==> config.mk <==
export PLATFORM = sky130hd
export DESIGN_NAME = pg_domain_scheduler
export DESIGN_NICKNAME = d
export VERILOG_FILES = /design/src/rtl/pg_domain_scheduler.sv
export SDC_FILE = /design/constraint.sdc
export NUM_CORES = 1
export LEC_CHECK = 0
export ABC_CLOCK_PERIOD_IN_PS = 2600
export CORE_ASPECT_RATIO = 1.25
export CORE_MARGIN = 3
export CORE_UTILIZATION = 59
export DETAILED_ROUTE_END_ITERATION = 8
export PLACE_DENSITY_LB_ADDON = 0.05
export SYNTH_ARGS = -nofsm -noshare
export SYNTH_HDL_FRONTEND = slang
export SYNTH_SLANG_ARGS = --single-unit
==> constraint.sdc <==
create_clock -name ck -period 2.6 [get_ports ck]
set_input_delay 0.52 -clock ck [delete_from_list [all_inputs] [get_ports ck]]
set_output_delay 0.52 -clock ck [all_outputs]
set_load 0.02 [all_outputs]
==> src/rtl/pg_domain_scheduler.sv <==
// pg_domain_scheduler: central power-gating scheduler for N_DOM gated domains.
// Drives each domain FSM's enable from activity and an idle timeout, watches the
// FSM's en_iso / en_pw_sw feedback for completion, and serializes transitions
// (one at a time, GAP dead cycles between) to limit inrush current.
//
// Ports:
//   ck, rst     clock, asynchronous active-high reset
//   act         per-domain activity / request (level)
//   dom_iso     per-domain FSM en_iso feedback (wake done when it falls)
//   dom_pw_sw   per-domain FSM en_pw_sw feedback (sleep done when it falls)
//   force_on    only when PG_FORCE_ON_EN is defined: wake every unmasked domain
//   dom_en      per-domain FSM enable, 1 = keep/turn on
//   dom_on      per-domain fully-on status
//   busy        transition in progress or GAP timer running
//   err, err_id sticky timeout flag and index of the first domain that timed out
//
// Build option: define PG_FORCE_ON_EN to add the force_on input.
module pg_domain_scheduler #(
   parameter int unsigned N_DOM   = 4,
   parameter int unsigned IDLE_W  = 8,
   parameter int unsigned IDLE_TH = 100,
   parameter int unsigned TMO     = 15,
   parameter int unsigned GAP     = 2
) (
   input  logic             ck,
   input  logic             rst,
   input  logic [N_DOM-1:0] act,
   input  logic [N_DOM-1:0] dom_iso,
   input  logic [N_DOM-1:0] dom_pw_sw,
`ifdef PG_FORCE_ON_EN
   input  logic             force_on,
`endif
   output logic [N_DOM-1:0] dom_en,
   output logic [N_DOM-1:0] dom_on,
   output logic             busy,
   output logic             err,
   output logic [2:0]       err_id
);

   localparam int unsigned TMax = (TMO > GAP) ? TMO : GAP;
   localparam int unsigned TW   = (TMax < 2) ? 1 : $clog2(TMax + 1);
   localparam int unsigned PW   = (N_DOM < 2) ? 1 : $clog2(N_DOM);

   typedef enum logic [1:0] {DomOn, DomOff, DomWaking, DomSleeping} dom_st_e;
   typedef enum logic [1:0] {StIdle, StWait, StGap} sched_st_e;

   sched_st_e         state_q, state_d;
   dom_st_e           status_q [N_DOM];
   dom_st_e           status_d [N_DOM];
   logic [IDLE_W-1:0] idle_q [N_DOM];
   logic [IDLE_W-1:0] idle_d [N_DOM];
   logic [N_DOM-1:0]  dom_en_q, dom_en_d, dom_on_q, dom_on_d, mask_q, mask_d;
   logic [PW-1:0]     rr_q, rr_d, cur_q, cur_d;
   logic              wake_q, wake_d, err_q, err_d;
   logic [2:0]        err_id_q, err_id_d;
   logic [TW-1:0]     timer_q, timer_d;

   logic              force_w;
   logic [N_DOM-1:0]  wake_cand, sleep_cand;
   logic              wake_found, sleep_found;
   logic [PW-1:0]     wake_idx, sleep_idx, jj;

`ifdef PG_FORCE_ON_EN
   assign force_w = force_on;
`else
   assign force_w = 1'b0;
`endif

   // Candidate selection: round-robin for wakes, lowest index for sleeps.
   always_comb begin
      wake_cand   = '0;
      sleep_cand  = '0;
      wake_found  = 1'b0;
      wake_idx    = '0;
      sleep_found = 1'b0;
      sleep_idx   = '0;
      jj          = '0;
      for (int unsigned i = 0; i < N_DOM; i++) begin
         wake_cand[i]  = !mask_q[i] && (status_q[i] == DomOff) && (act[i] || force_w);
         sleep_cand[i] = !mask_q[i] && !force_w && (status_q[i] == DomOn) &&
                         (idle_q[i] == IDLE_W'(IDLE_TH)) && !act[i];
      end
      for (int unsigned k = 0; k < N_DOM; k++) begin
         jj = PW'((32'(rr_q) + k) % N_DOM);
         if (!wake_found && wake_cand[jj]) begin
            wake_found = 1'b1;
            wake_idx   = jj;
         end
      end
      for (int unsigned k = 0; k < N_DOM; k++) begin
         if (!sleep_found && sleep_cand[k]) begin
            sleep_found = 1'b1;
            sleep_idx   = PW'(k);
         end
      end
   end

   // Next-state logic.
   always_comb begin
      state_d  = state_q;
      dom_en_d = dom_en_q;
      mask_d   = mask_q;
      rr_d     = rr_q;
      cur_d    = cur_q;
      wake_d   = wake_q;
      timer_d  = timer_q;
      err_d    = err_q;
      err_id_d = err_id_q;
      for (int unsigned i = 0; i < N_DOM; i++) begin
         status_d[i] = status_q[i];
         if (act[i] || force_w || (status_q[i] != DomOn)) begin
            idle_d[i] = '0;
         end else if (idle_q[i] == IDLE_W'(IDLE_TH)) begin
            idle_d[i] = idle_q[i];
         end else begin
            idle_d[i] = idle_q[i] + 1'b1;
         end
      end

      unique case (state_q)
         StIdle: begin
            if (wake_found) begin
               dom_en_d[wake_idx] = 1'b1;
               status_d[wake_idx] = DomWaking;
               cur_d   = wake_idx;
               wake_d  = 1'b1;
               rr_d    = (wake_idx == PW'(N_DOM - 1)) ? '0 : wake_idx + 1'b1;
               timer_d = '0;
               state_d = StWait;
            end else if (sleep_found) begin
               dom_en_d[sleep_idx] = 1'b0;
               status_d[sleep_idx] = DomSleeping;
               cur_d   = sleep_idx;
               wake_d  = 1'b0;
               timer_d = '0;
               state_d = StWait;
            end
         end
         StWait: begin
            timer_d = timer_q + 1'b1;
            if (wake_q ? !dom_iso[cur_q] : !dom_pw_sw[cur_q]) begin
               status_d[cur_q] = wake_q ? DomOn : DomOff;
               timer_d = '0;
               state_d = (GAP == 0) ? StIdle : StGap;
            end else if (timer_q == TW'(TMO - 1)) begin
               // Give up on this domain for good; dom_en keeps its commanded value.
               if (!err_q) begin
                  err_d    = 1'b1;
                  err_id_d = 3'(cur_q);
               end
               mask_d[cur_q]   = 1'b1;
               status_d[cur_q] = DomOff;
               timer_d = '0;
               state_d = (GAP == 0) ? StIdle : StGap;
            end
         end
         StGap: begin
            if (timer_q == TW'(GAP - 1)) begin
               timer_d = '0;
               state_d = StIdle;
            end else begin
               timer_d = timer_q + 1'b1;
            end
         end
         default: state_d = StIdle;
      endcase

      for (int unsigned i = 0; i < N_DOM; i++) begin
         dom_on_d[i] = (status_d[i] == DomOn);
      end
   end

   // State registers.
   always_ff @(posedge ck or posedge rst) begin
      if (rst) begin
         state_q  <= StIdle;
         dom_en_q <= '1;
         dom_on_q <= '1;
         mask_q   <= '0;
         rr_q     <= '0;
         cur_q    <= '0;
         wake_q   <= 1'b0;
         timer_q  <= '0;
         err_q    <= 1'b0;
         err_id_q <= '0;
         for (int unsigned i = 0; i < N_DOM; i++) begin
            status_q[i] <= DomOn;
            idle_q[i]   <= '0;
         end
      end else begin
         state_q  <= state_d;
         dom_en_q <= dom_en_d;
         dom_on_q <= dom_on_d;
         mask_q   <= mask_d;
         rr_q     <= rr_d;
         cur_q    <= cur_d;
         wake_q   <= wake_d;
         timer_q  <= timer_d;
         err_q    <= err_d;
         err_id_q <= err_id_d;
         for (int unsigned i = 0; i < N_DOM; i++) begin
            status_q[i] <= status_d[i];
            idle_q[i]   <= idle_d[i];
         end
      end
   end

   // Outputs.
   always_comb begin
      busy   = (state_q != StIdle);
      dom_en = dom_en_q;
      dom_on = dom_on_q;
      err    = err_q;
      err_id = err_id_q;
   end

endmodule
==> metrics.txt, run 1 <==
status=completed; internal power=between 2000 and 2500 µW; Post-synth top flop=dfrtp_1; grt ovf=0; CTS buffer count=9; routed wire length=~9400 µm; Final min period=roughly 2.5 ns; FP Rows=32; Sink Count=66; clk buf depth=2; DIE HEIGHT=just under 100 µm; n_diodes=0; Fin Clk Skew=slightly above 0.01 ns; DIE AREA=around 7700 µm²; Worst Hold Margin=roughly 0.5 ns; overall power=roughly 3700 µW; EDFF count, synth=0; Area Growth Syn to Fin=22.6%; Clock transition at path regs=~0.070 ns; Tot GR Track Use=a little over a quarter; drt wl/cell=between 15 and 20 µm; setup TNS=0 ns; Critical Path AT=~2.8 ns; Max-Slew Margin vs Limit=roughly 68%; Avg Inst Size Synth=around 9.5 µm²; Sw Ratio=a little under two fifths; PortBufs=25; Post-DP HPWL=6850 µm; Crit Path Max Fanout=4; Synth Area in XOR/XNOR=under 10%; number of max-cap violations=0; Mapped Cells=between 400 and 500; residual DRC count=0; vias in the first global route=3454; clock latency on the worst-skew pair=~0.34 ns; post-layout net count=roughly 510; final setup vio count=0; Post-Synth Simple-Gate Area=23.3%; CP Class=primary input to register; First-pass DRT Iterations=6; pwr dens=between 700 and 800 nW/µm²; Routed Antenna Nets=0; final hold violations=0; GP Congestion=~0.89; area of the mapped netlist=just under 4000 µm²; sequential share of power=between 30% and 40%; Peak Freq=slightly below 0.4 GHz; Core ar.=about 6300 µm²; CTS tree=yes; initial antenna violation count=0; number of synthesis warnings=0; clock root cell=clkbuf_8; Final Cycle Share=approximately 98%; Worst Hold Class=register to register; mux cell area share after synthesis=~4.4%; DR vias/cell=about 6.1; Worst Max-Slew Pin Slew=around 0.48 ns; crit start category=primary input; layout cells sized above 1=about 19%; Comb pwr share=around 39%; maximum number of pins on one net before global-route repair=67; flops & latches, synth=66; Post-synth ARST share=between 90% and 100%; worst vdd ir=0.000490 V; Starting Density=about three fifths; Cell variety after synth=67; Hold-fix buffers, CTS=0; register area share after synthesis=a little over two fifths; Pleak=around 0.0022 µW; Synth Area in Compound Gates=roughly 17%; worst slack, placed=-0.559 ns; vias=approximately 3400; Psw=1350 µW; Synth Area in Adders=approximately 5.1%; Crit. End Element=register; Die Wd=slightly below 80 µm; Ports=27; PnR worst setup slack=between 0.05 and 0.06 ns; H-tree levels=3; count of final max-slew check failures=0; global-route wire length before repair=16100 µm; DRT iter0 DRCs=approximately 250; Finished Layout Cells=566; clock group share of total power=roughly a quarter; placed cells=roughly 550; Syn Nets=444; CP required=~2.9 ns; largest family of logic cells by synthesized area=simple AND/OR/NAND/NOR gates
==> power groups by stage <==
stage / logic, µW / registers (µW) / clock network, µW
3_3_place_gp: 1340 / 1360 / 0
5_1_grt: 1560 / 1390 / 960
3_5_place_dp: 1370 / 1370 / 0
2_1_floorplan: 874 / 1330 / 0
6_report: 1430 / 1360 / 891
4_1_cts: 1390 / 1350 / 912
==> Yosys cell counts, drive strengths merged (8+ instances only) <==
cell type | number | share of area, %
dfrtp | 58 | 37
ha | 16 | 5.1
nand3 | 17 | 2.2
nand2 | 19 | 1.8
nor2 | 41 | 4.0
nand4 | 11 | 1.8
or3 | 15 | 2.4
mux2i | 9 | 2.3
clkbuf | 13 | 1.2
inv | 23 | 2.2
dfstp | 8 | 5.4
a21oi | 29 | 4.0
o21ai | 22 | 2.8
xor2 | 14 | 3.1
==> final cells by class <==
class                      instances  area (µm²)
multi-input combinational        307        2150
sequential                        66        1660
fill                             472        1520
timing repair buffer              69         593
clock buffer                      12         155
tap                               85         106
inverter                          23        86.3
clock inverter                     4        50.0
==> flip-flops by register name (all words and copies together) (netlist names) <==
signal / cells
cur_q: 2
dom_en: 4
dom_on: 4
err: 1
err_id: 2
idle_q: 32
mask_q: 4
rr_q: 2
state_q: 2
status_q: 8
timer_q: 4
wake_q: 1
==> cell usage in the layout, fill, tap and decap left out, types with 3 or more instances in the layout <==
master	netlist	final
a21o_1	4	4
dfstp_2	8	8
ha_1	16	16
xor2_1	14	14
a21oi_1	28	27
nand3_1	17	17
clkbuf_8	0	11
nor2b_1	6	6
nand3b_1	4	4
nand2_1	19	19
and4b_1	3	3
mux2i_1	9	9
dfrtp_1	58	58
and3_1	4	4
xnor2_1	3	3
o31ai_1	3	3
nand2b_1	6	6
nor3b_1	5	5
inv_1	23	22
clkdlybuf4s50_1	0	25
o211ai_1	7	7
or3_1	15	14
nor3_1	3	3
a31oi_1	6	6
nor4bb_1	4	4
o21ai_0	21	21
buf_4	1	43
nand4_1	11	11
mux2_2	6	6
nor2_1	40	40
==> worst max-delay path, cell delays in order <==
cell	delay [ns]
clkdlybuf4s50_1	0.53
nor4bb_4	0.36
a21oi_1	0.12
o21a_1	0.23
o22ai_4	0.19
inv_1	0.10
ha_1	0.22
a21o_1	0.18
a21oi_2	0.15
and4b_1	0.21
==> path summary, 6_finish.rpt <==
check                                   to        start  slack (ns)  cells after the start
worst max-delay path             dom_on[3]       act[1]        0.05                     10
worst min-delay path             mask_q[2]    mask_q[2]        0.49                      1
worst max register to register   dom_on[3]  status_q[4]        0.22                      9
worst min register to register   mask_q[2]    mask_q[2]        0.49                      1
max in group asynchronous        dom_en[2]          rst        1.71                      3
min in group asynchronous       idle_q[15]          rst        0.56                      3
==> kinds of logic (layout without fill, tap and decap cells) <==
kind of cell / Yosys count / in the layout
and+or+nand+nor: 157 / 157
xor gates and xnor gates: 17 / 17
adders and majority gates: 16 / 16
buffers and inverters: 41 / 108
AOI/OAI and AO/OA: 100 / 100
DFF: 66 / 66
muxes: 16 / 16
other: 1 / 1
==> stage by stage <==
step                      util (%)  cell area, µm²
after floorplan                  -            3920
after global routing          76.0            4810
after detailed placement      71.6            4530
after global placement        71.6            4530
after CTS                     75.3            4760
final                         76.0            4810
==> per-layer routing <==
| layer | global-route usage (%) | share of wire, % |
|---|---|---|
| met3 | 7.61 | 5.5 |
| met2 | 43.4 | 50 |
| met5 | 0 | 0 |
| met1 | 32.6 | 42 |
| met4 | 9.92 | 2.6 |
==> repair_timing <==
action,4_1_cts,5_1_grt
endpoints found under the hold margin,0,0
gates resized for setup,3,6
endpoints found under the setup margin,13,8
pin swaps,0,1
cloned,0,0
buffers inserted,1,1
(Power assumes the default switching activity.)
==> run 2, diff against run 1 <==
- CORE_ASPECT_RATIO: 1.25 -> 1.5
==> metrics.txt, run 2 (same netlist as run 1, synthesis figures left out) <==
count of final max-slew check failures=0 (unchanged); Biggest register=idle_q; failing checks=negative setup slack; drt wl/cell=17.4 µm (+5.6%); residual DRC count=0 (unchanged); Fill cells=484 (+2.5%); Ports=27 (unchanged); commonest non-fill, non-tap cell in the layout=dfrtp_1; number of max-cap violations=0 (unchanged); Final Cycle Share=103% (+4.5 points); worst slack, placed=-0.430 ns (+0.129 ns); grt ovf=0 (unchanged); Pleak=0.00213 µW (-1.0%); Fin Clk Skew=0.0156 ns (+0.00530 ns); number of flip-flops in the largest register=32 (unchanged); Crit Path Max Fanout=4 (unchanged); layout cells sized above 1=18.4% (-0.98 points); Clock transition at path regs=0.08 ns (about the same); CTS buffer count=9 (unchanged); GP Congestion=0.911 (+1.9%); final instance area=4740 µm² (-1.3%); DRT iter0 DRCs=303 (+19%); Area Growth Syn to Fin=21.0%; Sink Count=66 (unchanged); Routed Antenna Nets=0 (unchanged); cells along the critical path=clkdlybuf4s50_1 -> nor4bb_1 -> buf_4 -> mux2i_1 -> nor2_1 -> or3_4 -> inv_2 -> ha_1 -> mux2i_1 -> a211oi_2 -> o22ai_1 -> nor3_1; clock root cell=clkbuf_8; worst vdd ir=0.000584 V (+19%); CP required=2.87 ns (about the same); DIE HEIGHT=106 µm (+9.0%); H-tree levels=3 (unchanged); Worst Max-Slew Pin Slew=0.551 ns (+0.0721 ns); CP bufs+invs=3 (+1); clock latency on the worst-skew pair=0.35 ns (about the same); PnR worst setup slack=-0.0660 ns (-0.118 ns); initial antenna violation count=0 (unchanged); Core ar.=6310 µm² (-0.32%); Die Wd=72.6 µm (-8.0%); Crit. End Element=register; final setup vio count=1 (+1); Starting Density=62.2% (+0.20 points); Peak Freq=0.375 GHz (-4.4%); DR vias/cell=6.27 (+3.4%); CTS tree=yes; FP Rows=35 (+9.4%); Hold-fix buffers, CTS=0 (unchanged); crit start category=primary input; final hold violations=0 (unchanged); Worst Hold Class=register to register; Max-Slew Margin vs Limit=63.2% (-4.4 points); maximum number of pins on one net before global-route repair=67 (unchanged); routed wire length=9560 µm (+2.2%); cell mode on critical path=mux2i_1; delay-heaviest family, CP=simple AND/OR/NAND/NOR gates; status=complete, but fails checks; Tot GR Track Use=26.5% (+0.17 points); PortBufs=25 (unchanged); Post-DP HPWL=6730 µm (-1.8%); Final min period=2.67 ns (+0.118 ns); global-route wire length before repair=16000 µm (-0.69%); n_diodes=0 (unchanged); post-placement cell area=4470 µm² (-1.3%); DIE AREA=7680 µm² (+0.19%); Regs by FF count=idle_q: 32 flops, status_q: 8 flops; First-pass DRT Iterations=6 (unchanged); vias=3434 (+0.12%); pwr dens=766 nW/µm² (+0.12%); vias in the first global route=3372 (-2.4%); clk buf depth=2 (unchanged); slowest CP cell=clkdlybuf4s50_1; most frequent cells in the layout=dfrtp_1 (58), nor2_1 (40), buf_4 (36); CP Class=primary input to register; max incr delay on CP=0.44 ns (-0.09 ns); post-layout net count=499 (-1.4%); Critical Path AT=2.93 ns (+0.11 ns)
-- run 2: worst paths after layout --
path,from,depth (start not counted),endpoint,slack (ns)
min in group asynchronous,rst,3,idle_q[23],0.55
worst min-delay path,mask_q[2],1,mask_q[2],0.49
worst max register to register,status_q[2],11,dom_on[1],0.07
worst min register to register,mask_q[2],1,mask_q[2],0.49
max in group asynchronous,rst,3,dom_en[0],1.70
worst max-delay path,act[2],12,dom_on[1],-0.07
-- run 2: cell type report --
cell class                      count  area (µm²)  share of cell area [%]
Tap cell                           74        92.6                    1.95
Inverter                           23        86.3                    1.82
Sequential cell                    66        1660                    35.0
Clock buffer                       11         141                    2.98
Multi-Input combinational cell    307        2160                    45.6
Timing Repair Buffer               62         546                    11.5
Clock inverter                      5        55.1                    1.16
-- run 2: worst register-to-register path, stage by stage (launching register included) --
cell	delay [ns]
dfrtp_1	0.45
nor4bb_1	0.18
buf_4	0.15
mux2i_1	0.22
nor2_1	0.11
or3_4	0.40
inv_2	0.07
ha_1	0.16
mux2i_1	0.10
a211oi_2	0.26
o22ai_1	0.11
nor3_1	0.23
-- run 2: routing by layer --
| metal | global-route usage, % | vias to the layer above | share of wire (%) |
|---|---|---|---|
| li1 | - | 1615 | - |
| met1 | 32.9 | 1687 | 41 |
| met2 | 44.1 | 102 | 51 |
| met3 | 4.48 | 30 | 4.3 |
| met4 | 12.1 | 0 | 3.7 |
| met5 | 0 | - | 0 |
-- run 2: what timing repair did --
| action | in CTS | in global routing |
|---|---|---|
| endpoints found under the setup margin | 5 | 9 |
| pin swaps | 0 | 4 |
| setup buffers | 0 | 1 |
| gates resized for setup | 2 | 12 |
-- run 2: through the flow --
step	cells	hold slack (ns)	power [µW]	util, %	TNS (ns)
floorplan	414	0.442	2200	-	0
global placement	531	0.460	2660	70.9	-4.14
detailed placement	531	0.473	2700	70.9	-5.72
CTS	547	0.487	3590	74.3	0
global route	548	0.498	3840	75.2	-0.357
finish	548	0.486	3630	75.2	-0.0660
-- run 2: where the power goes --
group	switching (µW)	internal [µW]	leakage, µW	total (µW)
combinational	756	618	0.00117	1370
sequential	198	1180	0.000860	1380
clock	416	466	0.0000953	883
total	1370	2260	0.00213	3630
==> run 3, diff against run 2 <==
- CTS_CLUSTER_SIZE: not set -> 24
- SETUP_SLACK_MARGIN: not set -> 0.2
==> metrics.txt, run 3 (same netlist as run 1, synthesis figures left out) <==
CP bufs+invs=2 (-1); Pleak=0.00214 µW (+0.75%); DIE HEIGHT=106 µm (unchanged); CP Class=register to register; final design utilization=76.6% (+1.3 points); Biggest register=idle_q; Routed Antenna Nets=0 (unchanged); vias=3503 (+2.0%); Post-DP HPWL=6730 µm (unchanged); commonest non-fill, non-tap cell in the layout=dfrtp_1; Clock transition at path regs=0.08 ns (about the same); Area Growth Syn to Fin=23.2%; Regs by FF count=idle_q: 32 flops, status_q: 8 flops; cells along the critical path=nor4bb_4 -> buf_4 -> nand2_1 -> a21oi_2 -> or3_4 -> buf_4 -> ha_2 -> mux2i_1 -> o21ai_1 -> o211ai_1 -> nor2b_1; DRT iter0 DRCs=334 (+10%); clk buf depth=2 (unchanged); Comb pwr share=38.9% (+1.1 points); DIE AREA=7680 µm² (unchanged); CTS tree=yes; First-pass DRT Iterations=5 (-1); PortBufs=25 (unchanged); most frequent cells in the layout=dfrtp_1 (55), buf_4 (41), nor2_1 (40); vias in the first global route=3423 (+1.5%); Worst Max-Slew Pin Slew=0.486 ns (-0.0649 ns); Crit Path Max Fanout=6 (+2); count of final max-slew check failures=0 (unchanged); clock group share of total power=23.9% (-0.4 points); overall power=3700 µW (+1.8%); delay-heaviest family, CP=simple AND/OR/NAND/NOR gates; Die Wd=72.6 µm (unchanged); final setup vio count=0 (-1); Worst Hold Margin=0.503 ns (+0.0172 ns); slowest CP cell=dfrtp_2; residual DRC count=0 (unchanged); number of flip-flops in the largest register=32 (unchanged); status=completed; GP Congestion=0.911 (unchanged); unrepaired setup endpoints after global routing=yes; worst slack, placed=-0.430 ns (unchanged); Psw=1400 µW (+2.3%); internal power=2300 µW (+1.5%); Peak Freq=0.422 GHz (+13%); Ports=27 (unchanged); Critical Path AT=2.66 ns (-0.27 ns); worst vdd ir=0.000587 V (+0.47%); cell mode on critical path=buf_4; final instance area=4830 µm² (+1.8%); clock root cell=clkbuf_8; H-tree levels=3 (unchanged); CP required=2.89 ns (+0.02 ns); Crit. End Element=register; sequential share of power=37.3% (-0.6 points); layout cells sized above 1=22.1% (+3.8 points); clock latency on the worst-skew pair=0.35 ns (about the same); Worst Hold Class=register to register; Final min period=2.37 ns (-0.297 ns); routed wire length=9880 µm (+3.3%); final hold violations=0 (unchanged); Sw Ratio=37.9% (+0.19 points); n_diodes=0 (unchanged); pwr dens=766 nW/µm² (about the same); drt wl/cell=17.9 µm (+2.4%); post-layout net count=504 (+1.0%); global-route wire length before repair=16300 µm (+1.8%); maximum number of pins on one net before global-route repair=67 (unchanged); initial antenna violation count=0 (unchanged); number of max-cap violations=0 (unchanged); Core ar.=6310 µm² (unchanged); Final Cycle Share=91.1% (-11 points); Fin Clk Skew=0.0155 ns (-0.0000751 ns); Sink Count=66 (unchanged); grt ovf=0 (unchanged); Starting Density=62.2% (unchanged); crit start category=register; DR vias/cell=6.33 (+1.1%); Tot GR Track Use=27.1% (+0.59 points); PnR worst setup slack=0.231 ns (+0.297 ns); post-placement cell area=4470 µm² (unchanged); CTS buffer count=9 (unchanged); FP Rows=35 (unchanged); Max-Slew Margin vs Limit=67.1% (+3.9 points); max incr delay on CP=0.44 ns (about the same)
run 3: repair_timing:
item	CTS	global route
buffers inserted	1	5
pin swaps	7	7
endpoints found under the hold margin	0	0
endpoints found under the setup margin	16	15
resized for setup	17	14
hold buffers	0	0
run 3: through the flow:
step	std cells	setup TNS (ns)
finish	553	0
global route	553	0
global placement	531	-4.14
detailed placement	531	-5.72
floorplan	414	0
CTS	548	0
run 3: layer usage:
metal,vias to the layer above,part of all wire [%],track usage (%)
li1,1628,-,-
met1,1715,40,32.5
met2,121,51,45.3
met3,39,5.0,4.87
met4,0,3.9,14.0
met5,-,0,0
run 3: power groups by stage:
stage | Sequential, µW | Clock, µW | Combinational (µW)
6_report | 1380 | 882 | 1440
5_1_grt | 1400 | 935 | 1560
4_1_cts | 1370 | 895 | 1360
3_5_place_dp | 1390 | 0 | 1310
3_3_place_gp | 1380 | 0 | 1280
2_1_floorplan | 1330 | 0 | 874
run 3: area by class of cell:
cell class | instances | area (µm²)
Clock buffer | 11 | 141
Clock inverter | 5 | 55.1
Fill cell | 453 | 1480
Inverter | 23 | 86.3
Multi-Input combinational cell | 307 | 2210
Sequential cell | 66 | 1670
Tap cell | 74 | 92.6
Timing Repair Buffer | 67 | 577
run 3: path summary, 6_finish.rpt:
path | startpoint | slack [ns] | endpoint | depth (start not counted)
max | status_q[7] | 0.23 | dom_on[2] | 11
min | mask_q[2] | 0.50 | mask_q[2] | 1
max reg2reg | status_q[7] | 0.23 | dom_on[2] | 11
min reg2reg | mask_q[2] | 0.50 | mask_q[2] | 1
max in group asynchronous | rst | 1.70 | dom_en[0] | 3
min in group asynchronous | rst | 0.55 | idle_q[23] | 3
